File: src/rtl/cmd_frame_pkg.sv
// Shared types and constants for the PCIe->Aurora command framer.
// Frame: {sync, length} header, payload words, XOR trailer.
package cmd_frame_pkg;

    localparam int WORD_W = 32;
    localparam logic [15:0] HDR_SYNC = 16'hA55A;

    typedef enum logic [1:0] {
        IDLE = 2'd0,
        HDR  = 2'd1,
        PAY  = 2'd2,
        TRL  = 2'd3
    } state_t;

endpackage

File: src/rtl/axis_skid_buf.sv
// Two-entry fall-through FIFO hiding the RX FIFO read latency.
// Data arriving while empty and drained in the same cycle bypasses storage.
module axis_skid_buf
    import cmd_frame_pkg::*;
#(
    parameter int W = WORD_W
) (
    input  logic         clk,
    input  logic         rst,
    input  logic         in_valid,
    input  logic [W-1:0] in_data,
    output logic         out_valid,
    output logic [W-1:0] out_data,
    input  logic         out_ready,
    output logic [1:0]   level
);

    logic [W-1:0] mem [2];
    logic         rd_ptr;
    logic         wr_ptr;
    logic [1:0]   cnt;
    logic         empty;
    logic         bypass;
    logic         push;
    logic         pop_mem;

    assign empty     = (cnt == 2'd0);
    assign out_valid = !empty || in_valid;
    assign out_data  = empty ? in_data : mem[rd_ptr];
    assign bypass    = empty && in_valid && out_ready;
    assign push      = in_valid && !bypass;
    assign pop_mem   = !empty && out_ready;
    assign level     = cnt;

    always_ff @(posedge clk or posedge rst) begin
        if (rst) begin
            mem[0] <= '0;
            mem[1] <= '0;
            rd_ptr <= 1'b0;
            wr_ptr <= 1'b0;
            cnt    <= 2'd0;
        end else begin
            if (push) begin
                mem[wr_ptr] <= in_data;
                wr_ptr      <= ~wr_ptr;
            end
            if (pop_mem) begin
                rd_ptr <= ~rd_ptr;
            end
            cnt <= cnt + {1'b0, push} - {1'b0, pop_mem};
        end
    end

endmodule

File: src/rtl/cmd_frame_tx.sv
// Transmit framer: drains RX FIFO command words into framed AXI-Stream
// packets (header, payload, XOR trailer) for the Aurora TX port.
module cmd_frame_tx
    import cmd_frame_pkg::*;
#(
    parameter int MAX_WORDS = 256,
    parameter int TIMEOUT   = 1024,
    parameter int CNT_W     = 13
) (
    input  logic              clkin,
    input  logic              reset,
    input  logic              link_up,
    input  logic [WORD_W-1:0] fifo_dout,
    input  logic              fifo_empty,
    input  logic [CNT_W-1:0]  fifo_count,
    output logic              fifo_rd_en,
    output logic [WORD_W-1:0] m_axis_tdata,
    output logic              m_axis_tvalid,
    output logic              m_axis_tlast,
    input  logic              m_axis_tready,
    output logic [15:0]       frame_cnt,
    output logic              busy
);

    localparam int TMO_W = (TIMEOUT > 1) ? $clog2(TIMEOUT) : 1;
    localparam logic [15:0] MAX_L = 16'(MAX_WORDS);

    state_t             state;
    state_t             state_nx;
    logic [15:0]        len;
    logic [15:0]        len_nx;
    logic [15:0]        rd_issued;
    logic [15:0]        pay_cnt;
    logic [WORD_W-1:0]  csum;
    logic [TMO_W-1:0]   tmo;
    logic               in_flight;
    logic [31:0]        cnt_w;
    logic               full;
    logic               tmo_hit;
    logic               start;
    logic               pay_beat;
    logic               sk_valid;
    logic [WORD_W-1:0]  sk_data;
    logic               sk_ready;
    logic [1:0]         sk_level;
    logic [2:0]         occ;

    assign cnt_w    = 32'(fifo_count);
    assign full     = cnt_w >= 32'(MAX_WORDS);
    assign tmo_hit  = (tmo == TMO_W'(TIMEOUT - 1)) && !fifo_empty;
    assign start    = (state == IDLE) && link_up && (full || tmo_hit);
    assign len_nx   = full ? MAX_L
                    : (cnt_w == 32'd0) ? 16'd1 : cnt_w[15:0];
    assign pay_beat = (state == PAY) && sk_valid && m_axis_tready;
    assign busy     = (state != IDLE);

    // Skid entries plus the read in flight must never exceed two.
    assign occ = {1'b0, sk_level} + {2'b00, in_flight};
    assign fifo_rd_en = ((state == HDR) || (state == PAY))
                     && !fifo_empty
                     && (rd_issued < len)
                     && (occ < 3'd2);

    axis_skid_buf #(.W(WORD_W)) u_skid (
        .clk       (clkin),
        .rst       (reset),
        .in_valid  (in_flight),
        .in_data   (fifo_dout),
        .out_valid (sk_valid),
        .out_data  (sk_data),
        .out_ready (sk_ready),
        .level     (sk_level)
    );

    always_comb begin
        state_nx      = state;
        m_axis_tvalid = 1'b0;
        m_axis_tlast  = 1'b0;
        m_axis_tdata  = '0;
        sk_ready      = 1'b0;
        unique case (state)
            IDLE: begin
                if (start) state_nx = HDR;
            end
            HDR: begin
                m_axis_tvalid = 1'b1;
                m_axis_tdata  = {HDR_SYNC, len};
                if (m_axis_tready) state_nx = PAY;
            end
            PAY: begin
                m_axis_tvalid = sk_valid;
                m_axis_tdata  = sk_data;
                sk_ready      = m_axis_tready;
                if (pay_beat && (pay_cnt == len - 16'd1)) state_nx = TRL;
            end
            TRL: begin
                m_axis_tvalid = 1'b1;
                m_axis_tlast  = 1'b1;
                m_axis_tdata  = csum;
                if (m_axis_tready) state_nx = IDLE;
            end
            default: state_nx = IDLE;
        endcase
    end

    always_ff @(posedge clkin or posedge reset) begin
        if (reset) begin
            state     <= IDLE;
            len       <= 16'd0;
            rd_issued <= 16'd0;
            pay_cnt   <= 16'd0;
            csum      <= '0;
            tmo       <= '0;
            in_flight <= 1'b0;
            frame_cnt <= 16'd0;
        end else begin
            state     <= state_nx;
            in_flight <= fifo_rd_en;
            if (start) begin
                len       <= len_nx;
                rd_issued <= 16'd0;
                pay_cnt   <= 16'd0;
            end else if (fifo_rd_en) begin
                rd_issued <= rd_issued + 16'd1;
            end
            if (pay_beat) begin
                pay_cnt <= pay_cnt + 16'd1;
                csum    <= csum ^ sk_data;
            end
            if ((state == TRL) && m_axis_tready) begin
                frame_cnt <= frame_cnt + 16'd1;
                csum      <= '0;
            end
            if (start || fifo_empty || !link_up) begin
                tmo <= '0;
            end else if ((state == IDLE) && !full) begin
                tmo <= tmo + 1'b1;
            end
        end
    end

endmodule
File: config.mk
export PLATFORM = sky130hd
export DESIGN_NAME = cmd_frame_tx
export DESIGN_NICKNAME = d
export VERILOG_FILES = /design/src/rtl/cmd_frame_pkg.sv /design/src/rtl/axis_skid_buf.sv /design/src/rtl/cmd_frame_tx.sv
export SDC_FILE = /design/constraint.sdc
export NUM_CORES = 1
export LEC_CHECK = 0
export CORE_MARGIN = 2
export CORE_UTILIZATION = 57
export DETAILED_ROUTE_END_ITERATION = 10
export PLACE_DENSITY = 0.8
export SYNTH_ARGS = -nofsm -noshare
export SYNTH_HDL_FRONTEND = slang
export SYNTH_HIERARCHICAL = 1
export SYNTH_SLANG_ARGS = --single-unit
File: constraint.sdc
create_clock -name clkin -period 4 [get_ports clkin]
set_clock_uncertainty 0.1 [all_clocks]
set_input_delay 0.4 -clock clkin [delete_from_list [all_inputs] [get_ports clkin]]
set_output_delay 0.4 -clock clkin [all_outputs]
set_load 0.05 [all_outputs]
# [Word-level counts from Yosys, hierarchy flattened]
# Cells that the tools add are included.
[word_totals] inputBits=50 register_bits=177 wordCells=103
[op_classes] n_reduce_logical=36 mux=26 n_bitwise=5 n_lt_le_gt_ge=6 eq_ne=9 add_sub_neg=8
[ops] cell="$mux W32" n=7
[ops] cell="$pmux W32 S3" n=1
[ops] cell="$bwmux W64" n=1
[ops] cell="$mux W16" n=4
[ops] cell="$add A16 B1 Y16 const B" n=3
[ops] cell="$demux W32 S1" n=1
[ops] cell="$logic_not A32 Y1" n=1
[ops] cell="$xor A32 B32 Y32" n=1
[ops] cell="$mux W13" n=2
[ops] cell="$mux W10" n=2
[ops] cell="$eq A16 B16 Y1" n=1
[ops] cell="$logic_and A1 B1 Y1" n=16
[ops] cell="$lt A16 B16 Y1" n=1
[ops] cell="$sub A16 B1 Y16 const B" n=1
[ops] cell="$ge A13 B9 Y1 const B" n=1
[ops] cell="$add A10 B1 Y10 const B" n=1
[ops] cell="$eq A10 B10 Y1 const B" n=1
[ops] cell="$reduce_bool A2 Y1" n=5
[ops] cell="$mux W2" n=4
[ops] cell="$pmux W2 S4" n=1
[ops] cell="$ne A2 B2 Y1 const B" n=3
[ops] cell="$logic_not A1 Y1" n=5
[ops] cell="$logic_or A1 B1 Y1" n=5
[ops] cell="$eq A2 B2 Y1 const B" n=2
[ops] cell="other kinds (15)" n=20

# [Depth between registers and ports, before layout]
[depth] word_depth=8 ltp_mapped=12 ltp_nobuf=10

# [Modules after synthesis]
# The synthesis kept the hierarchy.
[modules_own_cells] module="cmd_frame_tx" cells_per_inst=712 seq_area_each_um2=2652.5 area_per_inst_um2=6247.2 instances=1
[modules_own_cells] module="axis_skid_buf" cells_per_inst=261 seq_area_each_um2=1701.6 area_per_inst_um2=3358.2 instances=1

# [Worst setup path before layout]
# Ideal clock, no wire load.
[synth_path] path_kind="register to output" from="register len[9]" to="output port fifo_rd_en" arrival_ns=2.354 stages_incl_launch_ff=8 t_required_ns=3.500 n_path_buf=0 setup_slack_ns=1.146 cell_sequence="dfrtp_1 inv_1 ha_1 a21o_1 a21o_1 a21oi_1 o2111ai_1 a21oi_1"
[synth_via] elab_chain_len=3
[synth_lines] element="start, declared" line="cmd_frame_tx.sv:30" rtl="logic [15:0] len;"
[synth_lines] element="start signal, assigned" line="cmd_frame_tx.sv:120" rtl="len <= len_nx;"
[synth_lines] element="$lt A16 B16 Y1" line="cmd_frame_tx.sv:61" rtl="&& (rd_issued < len)"
[synth_lines] element="$logic_and A1 B1 Y1" line="cmd_frame_tx.sv:61"
[synth_lines] element="$logic_and A1 B1 Y1" line="cmd_frame_tx.sv:62" rtl="&& (occ < 3'd2);"
[synth_lines] element="end, declared" line="cmd_frame_tx.sv:16" rtl="output logic fifo_rd_en,"
# No other way between the ends.

# [Final worst setup path]
[layout_path] from="register len[5]" to="output port fifo_rd_en"
# Same word-level chain as after synthesis.

==> summary.txt <==
Run status
  • Status: finished clean

Floorplanning
  • Core Area: 16500 um2
  • Die Ht: 134 um
  • # IOs: 102
  • Die area: 17900 um2
  • FP Rows: 47
  • Die X: 134 um
  • Initial Utilization: 58.1%

Drt
  • DR WL/cell: 17.7 um
  • Final WL: 22700 um
  • Total number of vias: 7586
  • Via/cell ratio: 5.93
  • Drt drc: 0
  • ANT nets after route: 0
  • DR pass1 iterations: 7
  • Iter 0 DRT Violations: 616

Clock network
  • Htree depth: 4
  • Num CTS Buffers: 17
  • Clk_lat worst skew: 430 ps
  • Clk pin slew, worst setup/hold paths: 70 ps
  • # resized after CTS: 0
  • CTS tree: yes
  • Setup Buffers After CTS: 0
  • CTS sink cnt: 174
  • Max clock buf depth: 2
  • Cts hold-fix bufs: 0
  • Root buf cell: clkbuf_16

Worst setup path
  • Worst stage delay on the critical path: 570 ps
  • Family with the most delay on the worst path: compound AO/OA/AOI/OAI gates
  • Worst setup EP type: primary output
  • Slowest CP cell: a21oi_1
  • Crit-path cells: inv_1, ha_1, a21o_1, a21o_1, a21oi_1, o211ai_1, a21oi_1, buf_4
  • CP Launch Type: flop
  • Crit path buf inv count: 2
  • Max FO, Critical Path: 13
  • Critical Path RT: 3500 ps
  • WS Path Type: flop to primary output
  • Critical path arrival: 3280 ps

Logic synthesis
  • Mapped Nets: 1047
  • Ys Warns: 6
  • Yosys reg bits: 174
  • Unique masters post-synth: 56
  • Post-synth EDFFs: 0
  • Syn avg cell area: 9.87 um2
  • Most common flop cell mapped by yosys: dfrtp_1
  • Sequential fraction of the synthesis area: 45.3%
  • Netlist Area Pre-Place: 9610 um2
  • Synth Instances: 973
  • Asr flop ratio synth: 100%

Placement
  • Placed Cells incl. Taps: 1248
  • IO Port Bufs: 101
  • Gpl congestion: 0.874
  • Detailed Place HPWL: 15000 um

STA
  • Slew margin rel.: 27.2%
  • Final setup viols: 0
  • Crit path time final: 3780 ps
  • RSZ-0062 raised after global routing: no
  • Final count of hold timing violations: 0
  • Final Max Slew Viols: 0
  • Worst-margin pin slew: 1090 ps
  • Fmax achieved: 265 MHz
  • Period utilization: 94.5%
  • Fin Setup TNS: 0 ps

Layout
  • Commonest non-fill, non-tap cell in the layout: dfrtp_1
  • Fillcell total: 1244
  • Final net count: 1121
  • Most frequent cells in the layout: dfrtp_1, nand2_1, clkdlybuf4s50_1, nor2_1, o21ai_0
  • Diodes inserted: 0
  • Layout area overhead: 18.9%
  • Post-route insts no fill: 1279
  • Layout cells sized above 1: 11.8%

Global route
  • GRT Overall Usage: 26.6%
  • Vias in the first global route: 7576
  • Initial antenna violation count: 0
  • Global-route wire length before repair: 38100 um
  • Pin count of the biggest net entering global routing: 66
  • GRT overflow: 0

Power
  • Leak: 4.98 nW
  • Maximum vdd drop: 0.000655 V
  • Power Density: 763 nW/um2

Min path
  • Hold Path Class: input pin to async pin

Flow run
  • Max_cap viols: 0
[cell type report]
type	instances	area, um2	share of cell area, %
Clock buffer	20	467	4.09
Clock inverter	11	188	1.64
Inverter	27	104	0.909
Multi-Input combinational cell	708	4860	42.6
Sequential cell	174	4360	38.1
Tap cell	220	275	2.41
Timing Repair Buffer	119	1170	10.2
[metal layers]
metal,global-route usage [%],wire length [um],up-vias
met5,0,0,-
met3,5.48,1270,50
li1,-,-,3549
met1,35.6,10000,3713
met4,8.75,555,0
met2,43.6,10800,274
[cells by family after synthesis]
logic type,share of synthesized area (%)
buf+inv,4.10
mux,13.6
compound gates,11.0
simple gates,16.2
flops,45.3
xor+xnor,6.66
fa+ha+maj,3.13
[metrics by stage]
| step | worst slack, ps | total power, mW | instance area [um2] | util, % | hold WS (ps) |
|---|---|---|---|---|---|
| global route | 65.2 | 9.20 | 11400 | 69.1 | 309 |
| finish | 221 | 8.71 | 11400 | 69.1 | 273 |
| detailed placement | 761 | 6.83 | 10800 | 65.2 | 364 |
| CTS | 268 | 8.71 | 11400 | 69.1 | 281 |
| floorplan | 711 | 5.72 | 9610 | - | 355 |
| global placement | 857 | 6.73 | 10800 | 65.2 | 363 |
[registers in the layout, indices dropped and copies added (netlist names)]
signal and count:
in_flight 1, u_skid/rd_ptr 1, csum 32, frame_cnt 16
rd_issued 16, len 13, state 2, tmo 10
u_skid/wr_ptr 1, u_skid/mem 64, u_skid/level 2, pay_cnt 16
[worst reg2reg max path, delay by kind of cell, from the launching register on]
kind,cells,cell delay [ps]
compound gates,3,1160
fa+ha+maj,1,290
simple gates,1,330
buf+inv,2,500
flops,1,560
[path summary, 6_finish.rpt]
path,depth (start not counted),endpoint,from,slack (ps)
worst min register to register,1,frame_cnt[15]$_DFFE_PP0P_,frame_cnt[15]$_DFFE_PP0P_,370
worst min-delay path,2,u_skid/mem[30]$_DFFE_PP0P_,reset,270
worst max-delay path,8,fifo_rd_en,len[5]$_DFFE_PP0P_,220
min in group clkin,1,frame_cnt[15]$_DFFE_PP0P_,frame_cnt[15]$_DFFE_PP0P_,370
worst max register to register,7,pay_cnt[11]$_DFFE_PP0P_,state[1]$_DFFE_PP0P_,990
max in group asynchronous,3,frame_cnt[8]$_DFFE_PP0P_,reset,2670
[cell usage after synthesis (7+ instances only)]
library cell / count / share of area, %
dfrtp_1: 174 / 45
nand2_1: 128 / 5.0
nor2_1: 88 / 3.4
o21ai_0: 64 / 3.3
clkbuf_1: 47 / 1.8
mux2i_1: 46 / 4.8
xor2_1: 45 / 4.1
mux2_2: 35 / 4.1
mux2_4: 30 / 4.7
xnor2_1: 28 / 2.6
inv_1: 27 / 1.1
nand3_1: 26 / 1.4
ha_1: 24 / 3.1
a21oi_1: 23 / 1.2
a22oi_1: 19 / 1.5
nand4_1: 19 / 1.2
a211oi_1: 13 / 1.0
a222oi_1: 13 / 1.4
nand2b_1: 12 / 0.78
nor3_1: 10 / 0.52
and2_1: 9 / 0.59
or3_1: 9 / 0.59
nor4_1: 7 / 0.46
[where the power goes]
group          leakage [nW]  internal (mW)  total [mW]  switching, mW
Combinational          2.39           1.64        4.12           2.48
Clock                 0.326           1.15        1.83          0.683
Sequential             2.26           2.33        2.76          0.435
Total                  4.98           5.12        8.71           3.60
Power figures use the tool's default switching activity.
